--- config.mk ---
export PLATFORM = sky130hd
export DESIGN_NAME = arbiter2to1_stream_flat
export DESIGN_NICKNAME = d
export VERILOG_FILES = /design/src/rtl/arbiter2to1_stream_if.sv /design/src/rtl/arbiter2to1_stream.sv /design/src/flat_wrapper.sv
export SDC_FILE = /design/constraint.sdc
export NUM_CORES = 1
export LEC_CHECK = 0
export BUFFER_PORTS_ARGS = -buffer_cell sky130_fd_sc_hd__buf_2
export CAP_MARGIN = 40
export CORE_MARGIN = 2
export CORE_UTILIZATION = 46
export CTS_BUF_LIST = sky130_fd_sc_hd__clkbuf_16
export DETAILED_ROUTE_END_ITERATION = 8
export PLACE_DENSITY = 0.86
export SLEW_MARGIN = 20
export SYNTH_ARGS = -nofsm -noshare
export SYNTH_HDL_FRONTEND = slang
export SYNTH_SLANG_ARGS = --single-unit
--- constraint.sdc ---
create_clock -name clock -period 1.7 [get_ports clock]
set_input_delay 0.17 -clock clock [delete_from_list [all_inputs] [get_ports clock]]
set_output_delay 0.17 -clock clock [all_outputs]
set_load 0.02 [all_outputs]
--- src/rtl/arbiter2to1_stream_if.sv ---
// Handshake bundle between two producers, the arbiter and one consumer.
//
// Signals:
//   request_valid  [1:0]               bit i: requester i presents a beat
//   request_data   [2*DATA_WIDTH-1:0]  requester i beat at [i*DATA_WIDTH +: DATA_WIDTH]
//   request_ready  [1:0]               bit i: beat from requester i accepted this cycle
//   output_valid                       output register holds a beat
//   output_data    [DATA_WIDTH-1:0]    registered beat
//   output_ready                       downstream accepts the held beat
//   selection                          current grant, drives the shared 2-to-1 mux select
//   busy                               arbiter is in a grant state
//
// Modports: slave = arbiter side, master = producers/consumer side.
interface arbiter2to1_stream_if #(
   parameter int unsigned DATA_WIDTH = 8
);
   logic [1:0]              request_valid;
   logic [2*DATA_WIDTH-1:0] request_data;
   logic [1:0]              request_ready;
   logic                    output_valid;
   logic [DATA_WIDTH-1:0]   output_data;
   logic                    output_ready;
   logic                    selection;
   logic                    busy;

   modport slave (
      input  request_valid, request_data, output_ready,
      output request_ready, output_valid, output_data, selection, busy
   );

   modport master (
      output request_valid, request_data, output_ready,
      input  request_ready, output_valid, output_data, selection, busy
   );
endinterface

--- src/rtl/arbiter2to1_stream.sv ---
// Two-requester round-robin arbiter with a one-entry registered output stage.
// A grant is held for up to MAX_BURST consecutive beats while the other
// requester waits; handing the grant over after an expired burst costs one
// no-accept turnaround cycle.
//
// Ports:
//   clock    rising-edge clock
//   reset_n  asynchronous active-low reset
//   bus      arbiter2to1_stream_if.slave (request/output handshakes, selection, busy)
//
// Optional (macro ARBITER2TO1_STREAM_TRANSFER_COUNTERS_EN):
//   clear_counters   synchronous clear of both counters, wins over an increment
//   transfer_count0  accepted beats from requester 0, 16-bit wrapping
//   transfer_count1  accepted beats from requester 1, 16-bit wrapping
module arbiter2to1_stream #(
   parameter int unsigned DATA_WIDTH = 8,
   parameter int unsigned MAX_BURST  = 4
) (
   input logic clock,
   input logic reset_n,
   arbiter2to1_stream_if.slave bus
`ifdef ARBITER2TO1_STREAM_TRANSFER_COUNTERS_EN
   ,
   input  logic        clear_counters,
   output logic [15:0] transfer_count0,
   output logic [15:0] transfer_count1
`endif
);

   localparam logic [1:0] StIdle   = 2'd0;
   localparam logic [1:0] StGrant0 = 2'd1;
   localparam logic [1:0] StGrant1 = 2'd2;

   localparam logic [7:0] BurstMax = 8'(MAX_BURST);

   logic [1:0]            state_q, state_d;
   logic                  last_served_q, last_served_d;
   logic [7:0]            burst_q, burst_d;
   logic                  turn_q, turn_d;
   logic                  sel_q, sel_d;
   logic                  out_valid_q, out_valid_d;
   logic [DATA_WIDTH-1:0] out_data_q, out_data_d;

   logic       granted;
   logic       cur;
   logic       cur_valid;
   logic       other_valid;
   logic [1:0] other_state;
   logic       accept;
   logic       transfer;

   always_comb begin
      granted     = (state_q == StGrant0) || (state_q == StGrant1);
      cur         = (state_q == StGrant1);
      cur_valid   = bus.request_valid[cur];
      other_valid = bus.request_valid[~cur];
      other_state = cur ? StGrant0 : StGrant1;
      // Turnaround cycle after a burst handover accepts nothing.
      accept      = granted && !turn_q && (!out_valid_q || bus.output_ready);
      transfer    = accept && cur_valid;
   end

   always_comb begin
      state_d       = state_q;
      last_served_d = last_served_q;
      burst_d       = burst_q;
      turn_d        = 1'b0;
      case (state_q)
         StIdle: begin
            if (bus.request_valid == 2'b11) begin
               state_d = last_served_q ? StGrant0 : StGrant1;
            end else if (bus.request_valid[0]) begin
               state_d = StGrant0;
            end else if (bus.request_valid[1]) begin
               state_d = StGrant1;
            end
         end
         StGrant0, StGrant1: begin
            if (!cur_valid) begin
               state_d = other_valid ? other_state : StIdle;
               burst_d = 8'd0;
            end else if (transfer) begin
               last_served_d = cur;
               if (burst_q + 8'd1 == BurstMax) begin
                  burst_d = 8'd0;
                  if (other_valid) begin
                     state_d = other_state;
                     turn_d  = 1'b1;
                  end
               end else begin
                  burst_d = burst_q + 8'd1;
               end
            end
         end
         default: state_d = StIdle;
      endcase
   end

   // Selection follows the grant and keeps its last value through IDLE.
   always_comb begin
      sel_d = sel_q;
      if (state_d != StIdle) begin
         sel_d = (state_d == StGrant1);
      end
   end

   always_comb begin
      out_valid_d = out_valid_q;
      out_data_d  = out_data_q;
      if (transfer) begin
         out_valid_d = 1'b1;
         out_data_d  = bus.request_data[cur*DATA_WIDTH +: DATA_WIDTH];
      end else if (bus.output_ready) begin
         out_valid_d = 1'b0;
      end
   end

   always_ff @(posedge clock or negedge reset_n) begin
      if (!reset_n) begin
         state_q       <= StIdle;
         last_served_q <= 1'b1;
         burst_q       <= 8'd0;
         turn_q        <= 1'b0;
         sel_q         <= 1'b0;
         out_valid_q   <= 1'b0;
         out_data_q    <= '0;
      end else begin
         state_q       <= state_d;
         last_served_q <= last_served_d;
         burst_q       <= burst_d;
         turn_q        <= turn_d;
         sel_q         <= sel_d;
         out_valid_q   <= out_valid_d;
         out_data_q    <= out_data_d;
      end
   end

   assign bus.request_ready = accept ? (cur ? 2'b10 : 2'b01) : 2'b00;
   assign bus.output_valid  = out_valid_q;
   assign bus.output_data   = out_data_q;
   assign bus.selection     = sel_q;
   assign bus.busy          = granted;

`ifdef ARBITER2TO1_STREAM_TRANSFER_COUNTERS_EN
   logic [15:0] count0_q, count1_q;

   always_ff @(posedge clock or negedge reset_n) begin
      if (!reset_n) begin
         count0_q <= 16'd0;
         count1_q <= 16'd0;
      end else if (clear_counters) begin
         count0_q <= 16'd0;
         count1_q <= 16'd0;
      end else if (transfer) begin
         if (cur) count1_q <= count1_q + 16'd1;
         else     count0_q <= count0_q + 16'd1;
      end
   end

   assign transfer_count0 = count0_q;
   assign transfer_count1 = count1_q;
`endif

endmodule

--- src/flat_wrapper.sv ---
// flat-port wrapper written by rule: the top's interface ports become plain ports
module arbiter2to1_stream_flat 
#(
   parameter int unsigned DATA_WIDTH = 8,
   parameter int unsigned MAX_BURST  = 4
)
  (clock, reset_n, bus_request_valid, bus_request_data, bus_output_ready, bus_request_ready, bus_output_valid, bus_output_data, bus_selection, bus_busy);
  arbiter2to1_stream_if #(.DATA_WIDTH(DATA_WIDTH)) bus_i ();
  input logic clock;
  input logic reset_n;
  input wire logic [$bits(bus_i.request_valid)-1:0] bus_request_valid;
  input wire logic [$bits(bus_i.request_data)-1:0] bus_request_data;
  input wire logic [$bits(bus_i.output_ready)-1:0] bus_output_ready;
  output wire logic [$bits(bus_i.request_ready)-1:0] bus_request_ready;
  output wire logic [$bits(bus_i.output_valid)-1:0] bus_output_valid;
  output wire logic [$bits(bus_i.output_data)-1:0] bus_output_data;
  output wire logic [$bits(bus_i.selection)-1:0] bus_selection;
  output wire logic [$bits(bus_i.busy)-1:0] bus_busy;
  assign bus_i.request_valid = bus_request_valid;
  assign bus_i.request_data = bus_request_data;
  assign bus_i.output_ready = bus_output_ready;
  assign bus_request_ready = bus_i.request_ready;
  assign bus_output_valid = bus_i.output_valid;
  assign bus_output_data = bus_i.output_data;
  assign bus_selection = bus_i.selection;
  assign bus_busy = bus_i.busy;
  arbiter2to1_stream #(.DATA_WIDTH(DATA_WIDTH), .MAX_BURST(MAX_BURST)) u_core (.clock(clock), .reset_n(reset_n), .bus(bus_i));
endmodule
Word-level counts from Yosys, hierarchy flattened
Index checks and enable logic that the tools add are counted.
{ "word_totals": {"register_bits": 22, "out_inout_bits": 13} }
{ "classes": {"n_addsub": 1, "n_lt_le_gt_ge": 2, "n_eq_ne": 6, "shifts": 1, "muxes": 27, "n_bitwise": 1, "reduce_logical": 13} }
{ "op_table": {"columns": ["operator", "n"], "rows": [
  ["$mux W2", 12],
  ["$mux W8", 3],
  ["$shiftx A16 B5 Y8", 1],
  ["$mux W1", 11],
  ["$add A8 B1 Y8 const B", 1],
  ["$eq A8 B3 Y1 const B", 1],
  ["$eq A2 B2 Y1 const B", 3],
  ["$lt A1 B2 Y1 const B", 2],
  ["$pmux W2 S2", 1],
  ["$reduce_bool A2 Y1", 2],
  ["$logic_and A1 B1 Y1", 3],
  ["$reduce_and A3 Y1", 1],
  ["$eq A2 B1 Y1 const B", 1],
  ["$logic_not A1 Y1", 2],
  ["$logic_not A2 Y1", 1],
  ["$logic_or A1 B1 Y1", 2],
  ["$ne A2 B2 Y1 const B", 1],
  ["$reduce_and A2 Y1", 1],
  ["$reduce_or A2 Y1", 1],
  ["$not A1 Y1", 1]
]} }

Longest topological paths before layout
Gate-level depths: netlist of the first run.
{ "logic_depth": {"depth_word": 10, "depth_mapped": 9} }

Least setup slack after synthesis of the first run
Ideal clock, no wire load.
{ "synth_timing": {"path_kind": "register to register", "start": "register u_core.state_q[1]", "end": "register u_core.sel_q (netlist: u_core.bus.selection)", "setup_time_ns": 0.126, "arrival_ns": 1.869, "required_ns": 1.574, "path_slack_ns": -0.295, "stages_incl_launch_ff": 8, "period_less_slack_ns": 1.995, "cell_sequence": "dfrtp_1 inv_1 ha_1 and2b_1 nand4_1 mux2i_1 o211a_1 o32a_1"} }
{ "synth_via": {"elab_chain_len": 9} }
{ "synth_lines": {"columns": ["element", "line_no", "rtl"], "rows": [
  ["from (decl)", "arbiter2to1_stream.sv:36", "logic [1:0] state_q, state_d;"],
  ["from (signal assigned)", "arbiter2to1_stream.sv:120", "state_q <= StIdle;"],
  ["from (signal assigned)", "arbiter2to1_stream.sv:128", "state_q <= state_d;"],
  ["$eq A2 B1 Y1 or $eq A2 B2 Y1 (tied branches)", "arbiter2to1_stream.sv:53", "granted = (state_q == StGrant0) || (state_q == StGrant1);"],
  ["$logic_or A1 B1 Y1 (*)", "arbiter2to1_stream.sv:53", null],
  ["net bus_busy", "flat_wrapper.sv:18", "output wire logic [$bits(bus_i.busy)-1:0] bus_busy;"],
  ["$logic_and A1 B1 Y1 (*) (2 in series)", "arbiter2to1_stream.sv:59", "accept = granted && !turn_q && (!out_valid_q || bus.output_ready);"],
  ["$logic_and A1 B1 Y1 (*)", "arbiter2to1_stream.sv:60", "transfer = accept && cur_valid;"],
  ["$mux W2 (*)", "arbiter2to1_stream.sv:82", "end else if (transfer) begin"],
  ["$mux W2 (*)", "arbiter2to1_stream.sv:79", "if (!cur_valid) begin"],
  ["$pmux W2 S2 (*)", "arbiter2to1_stream.sv:68", "case (state_q)"],
  ["$eq A2 B2 Y1 or $reduce_bool A2 Y1 (tied branches)", "arbiter2to1_stream.sv:103, arbiter2to1_stream.sv:102", null],
  ["to (signal assigned)", "arbiter2to1_stream.sv:132", "sel_q <= sel_d;"],
  ["to (decl)", "arbiter2to1_stream.sv:40", "logic sel_q, sel_d;"]
]} }
Mark *: on every way through the listed nets, which the timed path passes. The rest lies on a longest branch. The select of a mux whose other input is x is not followed.
A chain may end at the register's enable or synchronous reset.

Final worst setup path of the first run
{ "layout_timing": {"start": "register u_core.state_q[0]", "end": "register u_core.sel_q (netlist: u_core.bus.selection)"} }
{ "layout_via": {"elab_chain_len": 9} }
{ "layout_lines": {"columns": ["element", "line_no"], "rows": [
  ["$eq A2 B2 Y1 or $eq A2 B1 Y1 (tied branches)", "arbiter2to1_stream.sv:53, arbiter2to1_stream.sv:54, arbiter2to1_stream.sv:68"],
  ["$mux W1 (implied by the code) or $logic_or A1 B1 Y1 (tied branches)", "arbiter2to1_stream.sv:56, arbiter2to1_stream.sv:53"],
  ["$mux W1 (implied by the code) or $logic_and A1 B1 Y1 (tied branches)", "arbiter2to1_stream.sv:56, arbiter2to1_stream.sv:59"],
  ["$mux W2 or $logic_and A1 B1 Y1 (tied branches)", "arbiter2to1_stream.sv:86, arbiter2to1_stream.sv:59"],
  ["$mux W2 or $logic_and A1 B1 Y1 (tied branches)", "arbiter2to1_stream.sv:84, arbiter2to1_stream.sv:60"],
  ["$mux W2", "arbiter2to1_stream.sv:82"],
  ["$mux W2", "arbiter2to1_stream.sv:79"],
  ["$pmux W2 S2 (*)", "arbiter2to1_stream.sv:68"],
  ["$eq A2 B2 Y1 or $reduce_bool A2 Y1 (tied branches)", "arbiter2to1_stream.sv:103, arbiter2to1_stream.sv:102"]
]} }
Every way passes the cells marked *; elsewhere a longest branch is shown, timed or not. The select of a mux whose other input is x is not followed.

==> results of run 1 <==
[routing by layer]
layer  global-route usage (%)  share of wire, %  routed length (um)
met1                     27.4                42                1430
met2                     40.0                50                1690
met3                     3.02               5.9                 199
met4                     8.50               1.8                  61
met5                        0                 0                   0
[final timing paths]
check,startpoint,endpoint,slack [ns]
worst max-delay path,u_core.state_q[0],u_core.bus.selection,-0.12
worst min-delay path,bus_request_data[8],u_core.bus.output_data[0],0.22
worst max register to register,u_core.state_q[0],u_core.bus.selection,-0.12
worst min register to register,u_core.last_served_q,u_core.last_served_q,0.48
max in group asynchronous,reset_n,u_core.last_served_q,0.94
min in group asynchronous,reset_n,u_core.bus.output_data[5],0.41
[placed cells by master (no fill, tap or decap), drive strengths merged, types with 2 or more instances in the layout]
cell type and count:
nand2b 3, and3 3, dfrtp 21, o21ai 16, mux2i 9, nand2 14, buf 58, nor2b 2
clkbuf 3, ha 4, o211a 2, a22o 2, nor2 15, nor3 3, nand4 3, a21oi 16
inv 7
[kinds of logic after synthesis]
group | after synthesis | synth area share [%]
multiplexers | 10 | 8.39
AO/OA/AOI/OAI | 41 | 19.3
flip-flops | 22 | 44.1
AND/OR/NAND/NOR | 48 | 20.6
adder cells (fa/ha/maj) | 4 | 4.00
buffers and inverters | 11 | 3.70
[per-stage QoR]
stage	instances	instance area, um2	power (mW)	setup slack (ns)	util [%]
CTS	224	1760	3.37	-0.0748	69.9
global placement	214	1600	2.53	-0.0357	63.3
finish	224	1850	3.62	-0.118	73.3
global route	224	1850	3.87	-0.212	73.3
floorplan	136	1270	1.92	-0.114	-
detailed placement	214	1600	2.63	-0.105	63.3
[timing repair]
item                                    CTS  global route
pin swaps                                 3             5
endpoints found under the hold margin    21             0
resized for setup                        14            30
hold buffers                              1             0
endpoints found under the setup margin   15            21
gates cloned                              0             0
setup buffers                             5             0
[worst reg2reg max path, cell delays in order, from the launching register on]
cell     delay [ns]
dfrtp_1        0.36
inv_2          0.08
ha_4           0.27
and2b_2        0.20
nand4_1        0.13
mux2i_1        0.16
o211a_1        0.23
o32a_1         0.28
[power by group]
group	leakage, nW	internal, mW	switching, mW	total [mW]
logic	0.565	1.08	1.25	2.33
registers	0.272	0.702	0.0958	0.798
clock network	0.0423	0.313	0.175	0.488
total	0.880	2.09	1.53	3.62
[registers in the layout (all words and copies together), names as in the netlist]
| register | count |
|---|---|
| u_core.last_served_q | 1 |
| u_core.state_q | 2 |
| u_core.turn_q | 1 |
| u_core.bus.selection | 1 |
| u_core.burst_q | 8 |
| u_core.bus.output_data | 8 |
| u_core.bus.output_valid | 1 |
[layout make-up]
cell class / instances / area (um2) / area share [%]
clock inverters: 1 / 3.75 / 0.203
repair buffers: 59 / 394 / 21.3
flip-flops and latches: 22 / 552 / 29.8
well taps: 30 / 37.5 / 2.03
inverters: 6 / 22.5 / 1.22
clock buffers: 3 / 75.1 / 4.06
multi-input cells: 103 / 764 / 41.3
==> results by group, run 1 <==
Logic synthesis
  – Commonest cells in the netlist: dfrtp_1, o21ai_0, a21oi_1, nor2_1, nand2_1
  – Count leader, synth: dfrtp_1
  – Sequential cell area fraction in the yosys report: 44.1%
  – Largest area contributor in the netlist: dfrtp_1
  – Mean area per synthesized cell: 9.21 um2
  – Net Count, Synth: 161
  – Synth async-reset ratio: 100%
  – Share of the synthesized area in the top cell type: 42.0%
  – Post-synthesis cell area: 0.00125 mm2
  – YS warnings: 0
  – Synth top area cells: dfrtp_1, mux2i_1, o21ai_0, a21oi_1, nor2_1
  – Synth Register Bits: 22
  – Top_reg_cell synth: dfrtp_1
  – Netlist cell types: 32
  – Synth Instances: 136
  – Number of synthesized flops with an enable pin: 0

Routing
  – DRT iter0 DRCs: 41
  – Routed vias/inst: 5.70
  – Routed via count: 1,276
  – Drt pass-1 iters: 4
  – Antenna Violating Nets Remaining: 0
  – WL final: 3370 um
  – WL per Instance: 15.1 um
  – DRC Markers: 0

Timing
  – Worst Skew: 0.00264 ns
  – Slew @ Worst Pin: 0.485 ns
  – WHS: 0.219 ns
  – Max_slew headroom: 67.7%
  – Fmax: 0.550 GHz
  – Final hold violation count: 0
  – Final period util: 107%
  – Min Tclk post-route: 1.82 ns
  – Setup_tns: -0.323 ns
  – RSZ-0062 raised after global routing: yes
  – Max Slew Vio Count: 0
  – Worst Setup Slack, final: -0.118 ns
  – Final setup viols: 5

Power and ir drop
  – Leak: 0.880 nW
  – Maximum VDD drop: 1.38 mV
  – Power per cell area: 1960 mW/mm2

CTS
  – Maximum clock path buffer count: 2
  – Root buffer cell: clkbuf_16
  – Clock slew at reported path FFs: 0.05 ns
  – Num Clock Sinks: 22
  – H-tree Lvls: 1
  – CTS tree: built
  – Clk_lat worst skew: 0.25 ns
  – Cts bufs inserted: 3

Final layout
  – FILL cells: 188
  – Antenna diodes: 0
  – Final #Nets: 220
  – Ratio of cells with drive above 1 in the final layout: 46.4%
  – P&R area growth vs syn: 47.7%

Floorplan
  – Die height: 56.2 um
  – Initial Util: 49.7%
  – Die ar.: 0.00316 mm2
  – Die X: 56.2 um
  – IO Pins: 34
  – Core Area: 0.00252 mm2
  – Row Count: 18

Setup path
  – Crit path buf inv count: 1
  – Worst Path Arrival: 1.95 ns
  – CP max-delay cell: dfrtp_1
  – Crit path cell chain: inv_2 -> ha_4 -> and2b_2 -> nand4_1 -> mux2i_1 -> o211a_1 -> o32a_1
  – Worst path max stage delay: 0.36 ns
  – Crit path depth: 7
  – Critical path class: register to register
  – Required @ worst endpoint: 1.84 ns
  – Reg2Reg Depth: 7
  – Crit end category: register
  – Crit path max fanout: 5
  – Critical path's top delay family: compound AO/OA/AOI/OAI gates
  – Critical path startpoint category: register

Run status
  – Failing checks: setup timing
  – Status: finished with violations

Placed design
  – DP Wirelength: 2350 um
  – Number of port buffers: 33
  – GP Congestion: 0.790

Run
  – Max Cap Viol: 0

GRT
  – Initial antenna violation count: 0
  – First-pass GRT wire length: 5680 um
  – Total GRT Usage: 22.5%
  – Pin count of the biggest net entering global routing: 23
  – GRT Residual Overflow: 0
  – Vias in the first global route: 1,306

Worst hold path
  – Hold Crit Class: input port to register
  – Hold path depth: 3
Power figures use the tool's default switching activity.
==> run 2, diff against run 1 <==
--- a/config.mk
+++ b/config.mk
@@ -10,8 +10,9 @@
 export CORE_MARGIN = 2
 export CORE_UTILIZATION = 46
 export CTS_BUF_LIST = sky130_fd_sc_hd__clkbuf_16
+export CTS_CLUSTER_SIZE = 24
 export DETAILED_ROUTE_END_ITERATION = 8
-export PLACE_DENSITY = 0.86
+export PLACE_DENSITY_LB_ADDON = 0.1
 export SLEW_MARGIN = 20
 export SYNTH_ARGS = -nofsm -noshare
 export SYNTH_HDL_FRONTEND = slang
==> run 2 against run 1 <==
The flow still finishes with violations (setup timing); critical path depth grew 1; combinational power fell by 12%; hold slack got worse by 0.011 ns; sequential share of layout area is 1.2 points higher; clock skew grew 0.0048 ns; count of clock-buffer cells in the layout unchanged; routed wire length shrank 17%; first-iteration DRC count decreased by 39%; non-clock buffer count decreased by 4; register-to-register slack better by 0.11 ns; total power decreased by 8.0%; setup slack improved by 0.073 ns; critical endpoint is now bus_request_ready[1].
==> results by group, run 2 (same netlist as run 1, synthesis figures left out) <==
Setup path
  – R2r endpoint: u_core.bus.selection
  – Critical path startpoint category: register
  – Reg2Reg Depth: 7
  – RR Startpoint: u_core.state_q[0]
  – Worst Path Arrival: 1.58 ns
  – Critical path class: register to output pin
  – Required @ worst endpoint: 1.53 ns
  – Crit end category: output pin
  – Crit path max fanout: 4
  – Crit path from: u_core.state_q[0]
  – Reg-to-reg setup timing slack: -0.01 ns

Power and ir drop
  – NetSw: 1.38 mW
  – Maximum VDD drop: 1.23 mV
  – Clk pwr share: 14.6%
  – Combinational power share: 61.6%
  – Leak: 0.844 nW
  – Share of power burned in registers: 23.7%
  – Internal: 1.95 mW
  – Total power: 3.33 mW
  – Power per cell area: 1870 mW/mm2
  – Switching fraction of total power: 41.3%

Timing
  – Worst Setup Slack, final: -0.0455 ns
  – Min Tclk post-route: 1.75 ns
  – Max Slew Vio Count: 0
  – Fmax: 0.573 GHz
  – Slew @ Worst Pin: 0.479 ns
  – Final setup viols: 3
  – Max_slew headroom: 68.1%
  – Worst Skew: 0.00743 ns
  – Final period util: 103%
  – RSZ-0062 raised after global routing: yes
  – Final hold violation count: 0

Floorplan
  – Core Area: 0.00252 mm2
  – Die height: 56.2 um
  – Die X: 56.2 um
  – Row Count: 18
  – Die ar.: 0.00316 mm2
  – IO Pins: 34
  – Initial Util: 49.7%

Final layout
  – P&R area growth vs syn: 42.0%
  – FF+latch area: 552 um2
  – Multi-input gate area: 718 um2
  – FILL cells: 187
  – Final #Nets: 216
  – Most frequent cells in the layout: buf_2, dfrtp_1, buf_4
  – Ratio of cells with drive above 1 in the final layout: 40.0%
  – Antenna diodes: 0
  – Commonest non-fill, non-tap cell in the layout: buf_2

CTS
  – Num Clock Sinks: 22
  – Clock slew at reported path FFs: 0.06 ns
  – Root buffer cell: clkbuf_16
  – Maximum clock path buffer count: 2
  – CTS tree: built
  – Clk_lat worst skew: 0.25 ns
  – H-tree Lvls: 1
  – Cts bufs inserted: 3

GRT
  – Vias in the first global route: 1,108
  – Pin count of the biggest net entering global routing: 23
  – GRT Residual Overflow: 0
  – Initial antenna violation count: 0
  – First-pass GRT wire length: 4920 um
  – Total GRT Usage: 19.6%

Routing
  – Drt pass-1 iters: 4
  – DRC Markers: 0
  – DRT iter0 DRCs: 25
  – WL final: 2790 um
  – Antenna Violating Nets Remaining: 0
  – WL per Instance: 12.7 um
  – Routed vias/inst: 5.45
  – Routed via count: 1,199

Worst hold path
  – Worst hold path endpoint: u_core.bus.output_data[6]
  – Hold Crit Class: input port to register
  – Min-delay src: bus_request_data[6]
  – Hold path depth: 3

Placed design
  – Number of port buffers: 33
  – GP Congestion: 0.840
  – DP Wirelength: 2120 um
  – Setup slack at placement: -0.0275 ns

Run status
  – Status: finished with violations
  – Failing checks: setup timing

Run
  – Max Cap Viol: 0
run 2: layer usage:
metal / wire length (um) / track usage (%) / part of all wire, % / vias to the layer above
met5: 0 / 0 / 0 / -
met1: 1290 / 25.7 / 46 / 566
met2: 1320 / 33.4 / 47 / 42
li1: - / - / - / 587
met3: 147 / 2.33 / 5.3 / 4
met4: 31 / 6.46 / 1.1 / 0
run 2: metrics by stage:
| step | instance area, um2 | hold slack (ns) | instances | TNS (ns) | util (%) |
|---|---|---|---|---|---|
| finish | 1780 | 0.208 | 220 | -0.0951 | 70.5 |
| detailed placement | 1600 | 0.155 | 213 | -0.0510 | 63.5 |
| CTS | 1720 | 0.214 | 219 | -0.141 | 68.3 |
| global route | 1780 | 0.231 | 220 | -0.672 | 70.5 |
| global placement | 1600 | 0.166 | 213 | 0 | 63.5 |
| floorplan | 1270 | -0.126 | 136 | -0.191 | - |
run 2: worst max-delay path, cell delays in order (launching register included):
cell and delay [ns]:
dfrtp_1 0.36, inv_2 0.05, ha_4 0.26, and2b_2 0.17, buf_6 0.11, nand2_4 0.05
buf_6 0.13, nor2_2 0.08, buf_6 0.12
run 2: how the worst max path moves through the flow:
stage	end	slack, ns	cells after the start
6_report	bus_request_ready[1]	-0.05	8
5_1_grt	bus_request_ready[1]	-0.13	8
4_1_cts	bus_request_ready[1]	-0.06	8
3_5_place_dp	u_core.bus.selection	-0.03	7
3_3_place_gp	u_core.bus.selection	0.004	7
2_1_floorplan	u_core.bus.selection	-0.11	7
run 2: power by group through the flow:
stage	clock network [mW]	registers [mW]	logic, mW
after global routing	0.524	0.804	2.26
after detailed placement	0	0.798	1.82
after CTS	0.495	0.791	1.93
after floorplan	0	0.949	0.970
after global placement	0	0.789	1.79
final	0.487	0.790	2.05
run 2: repair_timing:
action / CTS / global route
resized for setup: 8 / 20
endpoints found under the setup margin: 5 / 14
setup buffers: 1 / 2
endpoints found under the hold margin: 21 / 0
pin swaps: 0 / 5
hold buffers: 1 / 0
run 2: area by class of cell:
cell class,count,share of cell area [%]
Multi-Input combinational cell,103,40.4
Timing Repair Buffer,55,20.8
Clock buffer,3,4.22
Tap cell,30,2.11
Sequential cell,22,31.0
Inverter,6,1.27
Clock inverter,1,0.211
